[src/rtl/seven_segment_scanner.sv]
`default_nettype none
// ============================================================================
// Module   : seven_segment_scanner
// Purpose  : Time-multiplexed digit scanner for an N-digit 7-segment display.
//            Latches a packed hex value, walks its digits one refresh slot at
//            a time, feeds the current nibble to a hex-to-segment decoder and
//            drives one anode enable per digit. Each slot opens with a short
//            dead time (all anodes off) to prevent ghosting. A new value is
//            only shown from the next frame boundary, so a frame never tears.
// Ports    : clk          - clock, all logic on the rising edge
//            rst          - synchronous active-high reset
//            value_in     - packed hex digits, [3:0] = digit 0
//            load         - capture value_in this cycle
//            digit_out    - nibble for the decoder
//            digit_blank  - 1 when no anode is active
//            anode        - per-digit enables, polarity set by ANODE_ACTIVE_LOW
//            frame_start  - 1-cycle pulse when the display register updates
// Options  : define LEADING_ZERO_BLANK_EN to suppress leading zero digits
// Revision : 1.0 - initial release
// ============================================================================
module seven_segment_scanner #(
    parameter int NUM_DIGITS       = 4,
    parameter int REFRESH_DIV      = 50000,
    parameter int BLANK_CYCLES     = 2,
    parameter int ANODE_ACTIVE_LOW = 1
) (
    input  logic                      clk,
    input  logic                      rst,
    input  logic [4*NUM_DIGITS-1:0]   value_in,
    input  logic                      load,
    output logic [3:0]                digit_out,
    output logic                      digit_blank,
    output logic [NUM_DIGITS-1:0]     anode,
    output logic                      frame_start
);

    localparam int c_VAL_W = 4 * NUM_DIGITS;
    localparam int c_CNT_W = (REFRESH_DIV > 2) ? $clog2(REFRESH_DIV) : 1;
    localparam int c_IDX_W = (NUM_DIGITS > 1) ? $clog2(NUM_DIGITS) : 1;

    localparam logic [c_CNT_W-1:0] c_CNT_MAX = c_CNT_W'(REFRESH_DIV - 1);
    localparam logic [c_CNT_W-1:0] c_BLANK   = c_CNT_W'(BLANK_CYCLES);
    localparam logic [c_IDX_W-1:0] c_IDX_MAX = c_IDX_W'(NUM_DIGITS - 1);
    localparam logic [NUM_DIGITS-1:0] c_ANODE_OFF =
        (ANODE_ACTIVE_LOW != 0) ? {NUM_DIGITS{1'b1}} : {NUM_DIGITS{1'b0}};

    // ------------------------------------------------------------------------
    // Elaboration-time parameter range checks
    // ------------------------------------------------------------------------
    generate
        if (NUM_DIGITS < 1 || NUM_DIGITS > 8) begin : g_err_digits
            $error("seven_segment_scanner: NUM_DIGITS must be 1..8");
        end
        if (REFRESH_DIV < 2) begin : g_err_div
            $error("seven_segment_scanner: REFRESH_DIV must be >= 2");
        end
        if (BLANK_CYCLES < 0 || BLANK_CYCLES > REFRESH_DIV - 1) begin : g_err_blank
            $error("seven_segment_scanner: BLANK_CYCLES must be 0..REFRESH_DIV-1");
        end
    endgenerate

    logic [c_CNT_W-1:0]    r_cnt;
    logic [c_IDX_W-1:0]    r_idx;
    logic [c_VAL_W-1:0]    r_pending;
    logic [c_VAL_W-1:0]    r_display;

    logic                  w_cnt_wrap;
    logic                  w_frame_wrap;
    logic                  w_in_dead;
    logic                  w_show;
    logic [3:0]            w_digit;
    logic [NUM_DIGITS-1:0] w_onehot;

    assign w_cnt_wrap   = (r_cnt == c_CNT_MAX);
    assign w_frame_wrap = w_cnt_wrap && (r_idx == c_IDX_MAX);
    assign w_digit      = r_display[{r_idx, 2'b00} +: 4];
    assign w_onehot     = NUM_DIGITS'(1) << r_idx;

    // With no dead time the comparison against zero would be constant.
    generate
        if (BLANK_CYCLES == 0) begin : g_no_dead
            assign w_in_dead = 1'b0;
        end else begin : g_dead
            assign w_in_dead = (r_cnt < c_BLANK);
        end
    endgenerate

`ifdef LEADING_ZERO_BLANK_EN
    // Digit k>0 is hidden when it and every more significant digit are zero.
    // Derived from the display register, so the decision holds for a frame.
    logic [NUM_DIGITS-1:0] w_suppress;

    generate
        for (genvar k = 0; k < NUM_DIGITS; k++) begin : g_lzb
            if (k == 0) begin : g_lsd
                assign w_suppress[k] = 1'b0;
            end else begin : g_upper
                assign w_suppress[k] = (r_display[c_VAL_W-1:4*k] == '0);
            end
        end
    endgenerate

    assign w_show = !w_in_dead && !w_suppress[r_idx];
`else
    assign w_show = !w_in_dead;
`endif

    // ------------------------------------------------------------------------
    // Counters, value registers and registered outputs
    // ------------------------------------------------------------------------
    always_ff @(posedge clk) begin
        if (rst) begin
            r_cnt       <= '0;
            r_idx       <= '0;
            r_pending   <= '0;
            r_display   <= '0;
            digit_out   <= 4'h0;
            digit_blank <= 1'b1;
            anode       <= c_ANODE_OFF;
            frame_start <= 1'b0;
        end else begin
            if (load) begin
                r_pending <= value_in;
            end

            if (w_cnt_wrap) begin
                r_cnt <= '0;
                r_idx <= (r_idx == c_IDX_MAX) ? '0 : r_idx + c_IDX_W'(1);
            end else begin
                r_cnt <= r_cnt + c_CNT_W'(1);
            end

            // A load on the boundary edge bypasses pending straight to display.
            if (w_frame_wrap) begin
                r_display <= load ? value_in : r_pending;
            end

            frame_start <= w_frame_wrap;
            digit_out   <= w_digit;
            digit_blank <= !w_show;
            anode       <= w_show ? (w_onehot ^ c_ANODE_OFF) : c_ANODE_OFF;
        end
    end

endmodule
`default_nettype wire

[config.mk]
export PLATFORM = sky130hd
export DESIGN_NAME = seven_segment_scanner
export DESIGN_NICKNAME = d
export VERILOG_FILES = /design/src/rtl/seven_segment_scanner.sv
export SDC_FILE = /design/constraint.sdc
export NUM_CORES = 1
export LEC_CHECK = 0
export BUFFER_PORTS_ARGS = -buffer_cell sky130_fd_sc_hd__buf_4
export CELL_PAD_IN_SITES_DETAIL_PLACEMENT = 0
export CELL_PAD_IN_SITES_GLOBAL_PLACEMENT = 1
export CORE_MARGIN = 1.5
export CORE_UTILIZATION = 48
export DETAILED_ROUTE_END_ITERATION = 8
export GPL_TIMING_DRIVEN = 1
export PLACE_DENSITY_LB_ADDON = 0.12
export SYNTH_ARGS = -nofsm -noshare
export SYNTH_HDL_FRONTEND = slang
export SYNTH_SLANG_ARGS = --single-unit
[constraint.sdc]
create_clock -name clk -period 4.3 [get_ports clk]
set_input_delay 1.075 -clock clk [delete_from_list [all_inputs] [get_ports clk]]
set_output_delay 1.075 -clock clk [all_outputs]
set_load 0.01 [all_outputs]
==> results of run 1 <==
[flip-flops by register name, summed over array words and instances (netlist names)]
signal and count:
r_cnt 16, r_display 16, r_pending 16, anode 4, digit_out 4, r_idx 2
digit_blank 1, frame_start 1
[critical path, delay by kind of cell (launching register included)]
family / cells / cell delay (ns)
mux: 1 / 0.46
simple gates: 3 / 1.15
flops: 1 / 0.35
[power groups by stage]
stage                     Sequential (mW)  Combinational [mW]  Clock [mW]
after global placement              0.586              0.0521           0
after floorplan                     0.587              0.0303           0
after CTS                           0.574              0.0525       0.474
after detailed placement            0.587              0.0522           0
final                               0.574              0.0516       0.464
after global routing                0.575              0.0576       0.496
[cells in the mapped netlist]
cell type,count
a21oi_1,2
buf_2,1
nor2b_1,20
a21o_1,1
and2_1,1
mux2_1,12
ha_1,5
nor4_1,6
mux2i_1,16
nand2_1,8
nand4_1,3
nand3_2,1
mux4_2,4
or4_1,1
o21ai_0,2
nand3_4,1
buf_6,1
buf_4,2
inv_1,7
nor2_1,37
mux2_2,4
a31oi_1,1
clkbuf_1,5
xnor2_1,13
nand3_1,6
dfxtp_1,60
nor3_1,5
xor2_1,1
or3_1,1
nor3_2,1
[per-layer routing]
metal	vias to the layer above	global-route usage
li1	832	-
met4	0	0.1173
met3	10	0.04527
met5	-	0
met2	36	0.2452
met1	709	0.2502
[area by class of cell]
type                    instances  area share
clock inverters                 1    0.001778
flip-flops and latches         60      0.4267
inverters                       7    0.009333
multi-input cells             152      0.3951
repair buffers                 28     0.07467
well taps                      67     0.02978
clock buffers                  15     0.06267
[how the worst min path moves through the flow]
stage / slack (ns) / endpoint / start
finish: 0.46 / r_cnt[0] / r_cnt[0]
global route: 0.50 / r_cnt[0] / r_cnt[0]
CTS: 0.47 / r_cnt[0] / r_cnt[0]
detailed placement: 0.46 / r_cnt[0] / r_cnt[0]
global placement: 0.44 / r_cnt[0] / r_cnt[0]
floorplan: 0.43 / r_cnt[0] / r_cnt[0]
[cells by family after synthesis]
family / share of synthesized area
AOI/OAI and AO/OA: 0.01414
xor gates and xnor gates: 0.05131
adders and majority gates: 0.02618
buffers and inverters: 0.03194
DFF: 0.5026
muxes: 0.1801
and+or+nand+nor: 0.1937
[cells in the final DEF, fill, tap and decap left out, types with 2 or more instances in the layout]
cell      Yosys  final
nand2_1       8      8
nand4_1       3      3
xnor2_1      13     13
nand3_1       6      6
dfxtp_1      60     60
mux2_1       12     12
nor3_1        5      5
clkbuf_8      0     12
mux2_2        4      4
clkbuf_1      5      3
inv_1         7      7
buf_4         2     28
mux2i_1      16     16
nor4_1        6      6
ha_1          5      5
mux4_2        4      4
a21oi_1       2      2
o21ai_0       2      2
nor2_1       37     37
nor2b_1      20     20
[through the flow]
step / utilization / std cells
final: 0.5921 / 330
after global routing: 0.5921 / 330
after floorplan: - / 228
after CTS: 0.5921 / 330
after detailed placement: 0.5539 / 314
after global placement: 0.5539 / 314
==> run_results.csv, run 1 <==
group,metric,value,unit
clocking,post_cts_buffers,0,
setup_path,crit_fanout,17,
hold_path,hold_path.class,"flop to flop",
pwr,peakVddDrop,0.2782,mV
sta,skew,0.01011,ns
clocking,ctsLongestPathBuffers,2,
pwr,power,1.090,mW
setup_path,cp_cell_sequence,"nor4_1 > and2_1 > nand3_2 > mux2_1",
sta,hold_viol,0,
synth,syn_area,2390,um^2
setup_path,worstReg2RegEnd,"r_display[15]",
pwr,power.internal,0.8503,mW
synth,yosys_warnings,0,
detailed_routing,wl_met2,1592,um
detailed_routing,wl_per_cell,12.64,um
sta,slew_headroom,0.6737,
pwr,power_switching,0.2393,mW
cells_and_area,num-nets-final,282,
detailed_routing,dr_wl_met3,154,um
synth,ys_seq_elements,60,
detailed_routing,wl,4171,um
detailed_routing,drc,0,
sta,drv_slew,0,
cells_and_area,syn_to_final_growth,17.80,%
pwr,leakagePower,1.142,nW
sta,min_period,2.089,ns
pwr,power_frac_clock,0.426,
place,portBuffers,28,
die,dieWidth,73.56,um
setup_path,critPathMaxStageDelay,0.46,ns
cells_and_area,regArea,1201,um^2
hold_path,min_path_cells,1,
die,dieArea,5411,um^2
global_routing,grt_pass1_wl,7134,um
clocking,cts_hold_buffers,0,
job,max_cap_violations,0,
global_routing,grt_max_degree,43,
cells_and_area,design_area,2815,um^2
place,place_hpwl,2601,um
synth,synth_cell_types,30,
setup_path,crit_path_end_kind,"flop",
cells_and_area,drive_above_1_share,0.1977,
clocking,htreeDepth,3,
sta,grt_setup_unrepaired,"no",
detailed_routing,dr.pass1.iters,4,
sta,post-route-period-util,0.4858,
die,core,4755,um^2
pwr,netSwitchingFraction,0.2196,
sta,fin_tns_setup,0,ns
synth,synth_area_leader_cell,"dfxtp_1",
detailed_routing,final_antenna_net_count,0,
detailed_routing,via_per_inst,4.809,
detailed_routing,routedLengthMet1,2309,um
setup_path,worst_path_max_delay_cell,"mux2_1",
place,placed_area,2634,um^2
die,start_util,0.5026,
clocking,clk_latency,0.34,ns
setup_path,worstSetupEndpoint,"r_display[15]",
clocking,cts_buffers,9,
synth,syn-mean-instance-area,10.48,um^2
clocking,cts_resized,0,
setup_path,reg2reg_depth,4,
status,outcome,"completed",
clocking,clkTransAtPathRegs,0.07,ns
setup_path,cp.required,4.51,ns
place,pre_cts_ws,2.118,ns
pwr,p_seq_frac,0.527,
clocking,cts_tree,"built",
setup_path,critPathKind,"flop to flop",
cells_and_area,multi_input_area,1112,um^2
synth,seq_area_frac_synth,0.5026,
global_routing,grt_overflow,0,
sta,max_freq,478.7,MHz
cells_and_area,diodes,0,
pwr,comb_power_share,0.047,
detailed_routing,routed.top_layer,"met4",
setup_path,reg2reg_setup_slack,2.21,ns
sta,hold_slack,0.4604,ns
setup_path,timing.rr.start,"r_cnt[10]",
clocking,clock_sinks,60,
die,num_rows,25,
synth,syn-num-nets,252,
pwr,power.density,387.1,nW/um^2
synth,synth.top_cell.area_share,0.5026,
global_routing,grt_pass1_vias,1488,
setup_path,worstPathArrival,2.30,ns
synth,synthTopCellsByArea,"dfxtp_1 (50%), mux2i_1 (6.7%), nor2_1 (5.8%)",
die,die_height,73.56,um
global_routing,antenna_found_initial,0,
place,gp_congestion,0.7632,
setup_path,start_kind,"flop",
clocking,clock-root-buffer,"clkbuf_8",
sta,setup_viol,0,
global_routing,grtUsageTotal,0.1800,
detailed_routing,drt_iter0_markers,131,
setup_path,crit_start,"r_cnt[10]",
detailed_routing,vias,1587,
cells_and_area,num-fill-cells,433,
sta,setup_slack,2.211,ns
die,boundaryPins,29,
synth,postSynthCellCount,228,
sta,worst_pin_slew,0.4894,ns
No activity file was read; power rests on OpenSTA's default activity.
==> run 2: changes to the inputs <==
--- a/config.mk
+++ b/config.mk
@@ -9,7 +9,7 @@
 export CELL_PAD_IN_SITES_DETAIL_PLACEMENT = 0
 export CELL_PAD_IN_SITES_GLOBAL_PLACEMENT = 1
 export CORE_MARGIN = 1.5
-export CORE_UTILIZATION = 48
+export CORE_UTILIZATION = 44
 export DETAILED_ROUTE_END_ITERATION = 8
 export GPL_TIMING_DRIVEN = 1
 export PLACE_DENSITY_LB_ADDON = 0.12
==> constraint.sdc (replaced) <==
create_clock -name clk -period 2.1 [get_ports clk]
set_input_delay 0.525 -clock clk [delete_from_list [all_inputs] [get_ports clk]]
set_output_delay 0.525 -clock clk [all_outputs]
set_load 0.01 [all_outputs]
==> run 2 against run 1 <==
Routed wire length is 3.7% lower. Combinational power is 110% higher. Sequential cell count stayed put. Power is 95% higher. Largest cell class unchanged. Non-clock buffer count is 2 higher. Clock-buffer cell count is 4 lower. Fmax is 14% higher. Hold slack better by 0.0066 ns. Global-route usage is 2.7 points lower. Critical path type unchanged. Core utilization is 4.9 points lower. Cell count is 0.91% higher.
==> run_results.csv, run 2 (synthesis gave the netlist of run 1 again) <==
group,metric,value,unit
status,outcome,"completed",
setup_path,timing.rr.start,"r_cnt[1]",
detailed_routing,vias,1561,
cells_and_area,syn_to_final_growth,17.54,%
cells_and_area,top_regs,"r_cnt (16), r_display (16), r_pending (16)",
pwr,power,2.120,mW
clocking,cts_buffers,9,
clocking,clock-root-buffer,"clkbuf_8",
setup_path,worstSetupEndpoint,"r_idx[0]",
clocking,cts_hold_buffers,0,
clocking,cts_resized,0,
detailed_routing,wl,4015,um
global_routing,grtUsageTotal,0.1527,
detailed_routing,wl_per_cell,12.06,um
global_routing,grt_pass1_vias,1491,
clocking,ctsLongestPathBuffers,2,
setup_path,crit_fanout,8,
sta,post-route-period-util,0.8733,
setup_path,crit_start,"r_cnt[1]",
global_routing,grt_pass1_wl,7010,um
hold_path,min_path_cells,1,
setup_path,crit_path_end_kind,"flop",
detailed_routing,dr.pass1.iters,4,
clocking,clk_latency,0.32,ns
clocking,clock_sinks,60,
sta,slew_headroom,0.6628,
setup_path,cp.required,2.35,ns
sta,grt_setup_unrepaired,"no",
die,boundaryPins,29,
pwr,power.density,754.6,nW/um^2
cells_and_area,drive_above_1_share,0.2053,
sta,min_period,1.834,ns
die,core,5172,um^2
cells_and_area,final_common_cell,"dfxtp_1",
sta,drv_slew,0,
die,die_height,76.70,um
place,gp_congestion,0.7884,
sta,max_freq,545.3,MHz
hold_path,hold_path.class,"flop to flop",
sta,setup_viol,0,
clocking,post_cts_buffers,0,
cells_and_area,num-fill-cells,483,
die,dieWidth,76.70,um
sta,fin_tns_setup,0,ns
setup_path,reg2reg_depth,5,
setup_path,worst_path_max_delay_cell,"or4_1",
setup_path,start_kind,"flop",
pwr,leakagePower,1.143,nW
die,num_rows,26,
clocking,cts_tree,"built",
clocking,clkTransAtPathRegs,0.06,ns
sta,hold_viol,0,
setup_path,worstPathArrival,2.08,ns
setup_path,critPathKind,"flop to flop",
setup_path,cp_cell_sequence,"ha_1 > nand3_4 > or3_1 > or4_1 > a21oi_1",
global_routing,grt_overflow,0,
sta,skew,0.005102,ns
detailed_routing,drt_iter0_markers,53,
global_routing,grt_max_degree,43,
clocking,htreeDepth,3,
setup_path,critPathMaxStageDelay,0.47,ns
place,place_hpwl,2728,um
place,portBuffers,28,
pwr,peakVddDrop,0.5411,mV
job,max_cap_violations,0,
die,start_util,0.4620,
cells_and_area,mostFrequentLayoutCells,"dfxtp_1 (60), nor2_1 (37), buf_4 (30)",
detailed_routing,drc,0,
cells_and_area,num-nets-final,284,
setup_path,worstReg2RegEnd,"r_idx[0]",
detailed_routing,via_per_inst,4.688,
die,dieArea,5882,um^2
sta,worst_pin_slew,0.5058,ns
cells_and_area,diodes,0,
detailed_routing,final_antenna_net_count,0,
global_routing,antenna_found_initial,0,
setup_path,reg2reg_setup_slack,0.27,ns
[run 2: area by class of cell]
| class | count | area, um^2 | share of cell area |
|---|---|---|---|
| inverter | 7 | 26.28 | 0.009354 |
| timing repair buffer | 30 | 225.2 | 0.08018 |
| sequential | 60 | 1201 | 0.4276 |
| clock inverter | 3 | 15.01 | 0.005345 |
| clock buffer | 11 | 141.4 | 0.05033 |
| multi-input combinational | 152 | 1112 | 0.3960 |
| tap | 70 | 87.58 | 0.03118 |
[run 2: stage by stage]
step | hold slack, ns | cells | area (um^2) | utilization | setup WS, ns
final | 0.4669 | 333 | 2809 | 0.5431 | 0.2661
after global routing | 0.4974 | 333 | 2809 | 0.5431 | 0.1276
after CTS | 0.4642 | 333 | 2809 | 0.5431 | 0.2583
after detailed placement | 0.4596 | 319 | 2653 | 0.5128 | 0.2714
after global placement | 0.4468 | 319 | 2653 | 0.5128 | 0.3183
after floorplan | 0.4295 | 228 | 2390 | - | 0.3032
[run 2: power by group]
| part | total, mW | internal (mW) | switching (mW) |
|---|---|---|---|
| clock network | 0.837 | 0.441 | 0.396 |
| logic | 0.106 | 0.0514 | 0.0550 |
| registers | 1.18 | 1.17 | 0.0112 |
| total | 2.12 | 1.66 | 0.462 |
[run 2: how the worst min path moves through the flow]
| stage | startpoint | to | slack [ns] |
|---|---|---|---|
| floorplan | r_cnt[0] | r_cnt[0] | 0.43 |
| global placement | r_cnt[0] | r_cnt[0] | 0.45 |
| detailed placement | r_cnt[0] | r_cnt[0] | 0.46 |
| CTS | value_in[13] | r_pending[13] | 0.46 |
| global route | r_cnt[0] | r_cnt[0] | 0.50 |
| finish | r_cnt[0] | r_cnt[0] | 0.47 |
[run 2: worst max-delay path: cells and delay by family, from the launching register on]
family | cells | cell delay (ns)
and+or+nand+nor | 3 | 1.00
AOI/OAI and AO/OA | 1 | 0.15
adders and majority gates | 1 | 0.25
DFF | 1 | 0.37
[run 2: metal layers]
metal,wire (um),vias up,global-route usage
met4,53,0,0.08333
met2,1559,35,0.2044
met1,2244,694,0.2223
met3,158,5,0.03690
met5,0,-,0
li1,-,827,-
==> run 3: changes to the inputs <==
--- a/config.mk
+++ b/config.mk
@@ -5,11 +5,12 @@
 export SDC_FILE = /design/constraint.sdc
 export NUM_CORES = 1
 export LEC_CHECK = 0
+export ABC_AREA = 1
 export BUFFER_PORTS_ARGS = -buffer_cell sky130_fd_sc_hd__buf_4
 export CELL_PAD_IN_SITES_DETAIL_PLACEMENT = 0
 export CELL_PAD_IN_SITES_GLOBAL_PLACEMENT = 1
 export CORE_MARGIN = 1.5
-export CORE_UTILIZATION = 44
+export CORE_UTILIZATION = 42
 export DETAILED_ROUTE_END_ITERATION = 8
 export GPL_TIMING_DRIVEN = 1
 export PLACE_DENSITY_LB_ADDON = 0.12
==> run 3 against run 2 <==
Critical path depth unchanged. Core utilization down 3.5 points. Area after synthesis up 16%. First-iteration DRC count rose to 2.6 times the previous value. Clock power up 25%. Cell count up 49%. Power up 12%. Highest routed layer unchanged. Design area up 15%. Clock-buffer cell count down 1. Largest cell class is now multi-input combinational cells. Register-to-register slack better by 0.25 ns.
==> run_results.csv, run 3 <==
group,metric,value,unit
die,num_rows,29,
cells_and_area,multi_input_area,1251,um^2
sta,setup_slack,0.5133,ns
synth,synth.top_cell.area_share,0.4340,
detailed_routing,wl,5767,um
place,gp_congestion,0.8553,
pwr,power.density,732.5,nW/um^2
setup_path,cp.required,2.36,ns
setup_path,crit_fanout,4,
sta,max_freq,630.2,MHz
synth,syn_area,2768,um^2
cells_and_area,top_regs,"r_cnt (16), r_display (16), r_pending (16)",
setup_path,critPathMaxStageDelay,0.49,ns
clocking,clkTransAtPathRegs,0.07,ns
sta,fin_tns_setup,0,ns
setup_path,worst_path_max_delay_cell,"nor3_1",
place,portBuffers,28,
pwr,comb_power_share,0.056,
sta,worst_pin_slew,0.5735,ns
job,max_cap_violations,0,
sta,hold_viol,0,
detailed_routing,drc,0,
sta,post-route-period-util,0.7556,
sta,drv_slew,0,
clocking,clock_sinks,60,
synth,ys_seq_elements,60,
synth,synth_edf_count,0,
cells_and_area,regArea,1201,um^2
global_routing,grt_pass1_vias,2131,
clocking,clock-root-buffer,"clkbuf_8",
synth,synth_area_leader_cell,"dfxtp_1",
synth,postSynthCellCount,386,
sta,min_period,1.587,ns
place,place_hpwl,4076,um
synth,synthArstFlopShare,0,
synth,synth_cell_types,28,
detailed_routing,wl_per_cell,11.60,um
status,outcome,"completed",
detailed_routing,vias,2344,
setup_path,worstReg2RegEnd,"r_cnt[14]",
setup_path,reg2reg_depth,5,
sta,grt_setup_unrepaired,"no",
setup_path,start_kind,"flop",
global_routing,antenna_found_initial,0,
detailed_routing,dr.pass1.iters,4,
synth,synth_flop_cell,"dfxtp_1",
hold_path,hold_path.class,"flop to flop",
die,boundaryPins,29,
die,die_height,84.18,um
synth,syn-num-nets,410,
die,core,6350,um^2
hold_path,min_to,"r_cnt[0]",
pwr,power_frac_clock,0.446,
cells_and_area,mostFrequentLayoutCells,"nand2_1 (66), nor2_1 (64), dfxtp_1 (60)",
clocking,clk_latency,0.34,ns
setup_path,reg2reg_setup_slack,0.51,ns
clocking,cts_hold_buffers,0,
setup_path,cp_cell_sequence,"ha_1 > nand2_1 > nor3_1 > nand4_1 > a21oi_1",
cells_and_area,num-fill-cells,681,
clocking,cts_buffers,9,
clocking,cts_tree,"built",
detailed_routing,final_antenna_net_count,0,
pwr,power.internal,1.798,mW
setup_path,crit_path_end_kind,"flop",
synth,synthMostInstantiatedCell,"nand2_1",
pwr,peakVddDrop,0.4011,mV
place,pre_cts_ws,0.5149,ns
cells_and_area,num-nets-final,439,
setup_path,timing.rr.start,"r_cnt[0]",
hold_path,min_path_cells,1,
cells_and_area,diodes,0,
place,dp_cells,481,
pwr,p_seq_frac,0.498,
cells_and_area,final_common_cell,"nand2_1",
clocking,post_cts_buffers,0,
sta,setup_viol,0,
detailed_routing,via_per_inst,4.716,
clocking,htreeDepth,3,
synth,synthTopCellsByArea,"dfxtp_1 (43%), nand2_1 (9.0%), nor2_1 (8.7%)",
synth,seq_area_frac_synth,0.4340,
die,dieArea,7085,um^2
detailed_routing,drt_iter0_markers,137,
global_routing,grt_pass1_wl,9922,um
synth,synthTopCellsByCount,"nand2_1 (66), nor2_1 (64), dfxtp_1 (60)",
pwr,leakagePower,1.375,nW
global_routing,grt_max_degree,33,
clocking,ctsLongestPathBuffers,2,
pwr,power_switching,0.5660,mW
pwr,netSwitchingFraction,0.2395,
global_routing,grtUsageTotal,0.1767,
cells_and_area,drive_above_1_share,0.1786,
die,dieWidth,84.18,um
sta,skew,0.01203,ns
global_routing,grt_overflow,0,
clocking,cts_resized,0,
die,start_util,0.4359,
cells_and_area,syn_to_final_growth,16.59,%
setup_path,worstPathArrival,1.85,ns
synth,yosys_warnings,0,
cells_and_area,fin_cells,497,
synth,syn-mean-instance-area,7.170,um^2
sta,slew_headroom,0.6147,
setup_path,critPathKind,"flop to flop",
hold_path,min_from,"r_cnt[0]",
-- run 3: cells by family after synthesis --
| group | Yosys count | share of synthesized area |
|---|---|---|
| fa+ha+maj | 5 | 0.02260 |
| xor+xnor | 5 | 0.01583 |
| simple gates | 191 | 0.3260 |
| buf+inv | 77 | 0.1139 |
| flops | 60 | 0.4340 |
| compound gates | 48 | 0.08771 |
-- run 3: worst max-delay path by stage --
stage | to | startpoint | depth (start not counted)
6_report | r_cnt[14] | r_cnt[0] | 5
5_1_grt | r_cnt[14] | r_cnt[0] | 5
4_1_cts | r_cnt[6] | r_cnt[5] | 6
3_5_place_dp | r_cnt[8] | r_cnt[4] | 6
3_3_place_gp | r_cnt[6] | r_cnt[5] | 6
2_1_floorplan | r_cnt[11] | r_cnt[0] | 7
-- run 3: routing by layer --
metal,GRT usage,share of wire
met5,0,0
met4,0.08942,0.015
met3,0.03540,0.045
met2,0.2305,0.39
met1,0.2712,0.55
-- run 3: power by group through the flow --
stage	Combinational (mW)	Clock [mW]	Sequential, mW
final	0.132	1.05	1.18
after detailed placement	0.133	0	1.20
after global placement	0.133	0	1.20
after global routing	0.152	1.12	1.18
after floorplan	0.0783	0	1.20
after CTS	0.134	1.08	1.18
-- run 3: final cells by class --
cell class	instances	area share
Clock buffer	10	0.04265
Clock inverter	6	0.01978
Inverter	63	0.07328
Multi-Input combinational cell	249	0.3877
Sequential cell	60	0.3722
Tap cell	77	0.02986
Timing Repair Buffer	32	0.07445
-- run 3: worst max-delay path, delay by kind of cell, from the launching register on --
kind | cells | cell delay [ns]
and+or+nand+nor | 3 | 0.74
DFF | 1 | 0.38
adders and majority gates | 1 | 0.21
AOI/OAI and AO/OA | 1 | 0.18
-- run 3: stage by stage --
stage	util	hold slack (ns)	instance area [um^2]	power, mW
global placement	0.4765	0.4479	3025	1.335
global route	0.5082	0.4998	3227	2.455
finish	0.5082	0.4656	3227	2.364
floorplan	-	0.4296	2768	1.281
detailed placement	0.4765	0.4541	3025	1.336
CTS	0.5082	0.4714	3227	2.395
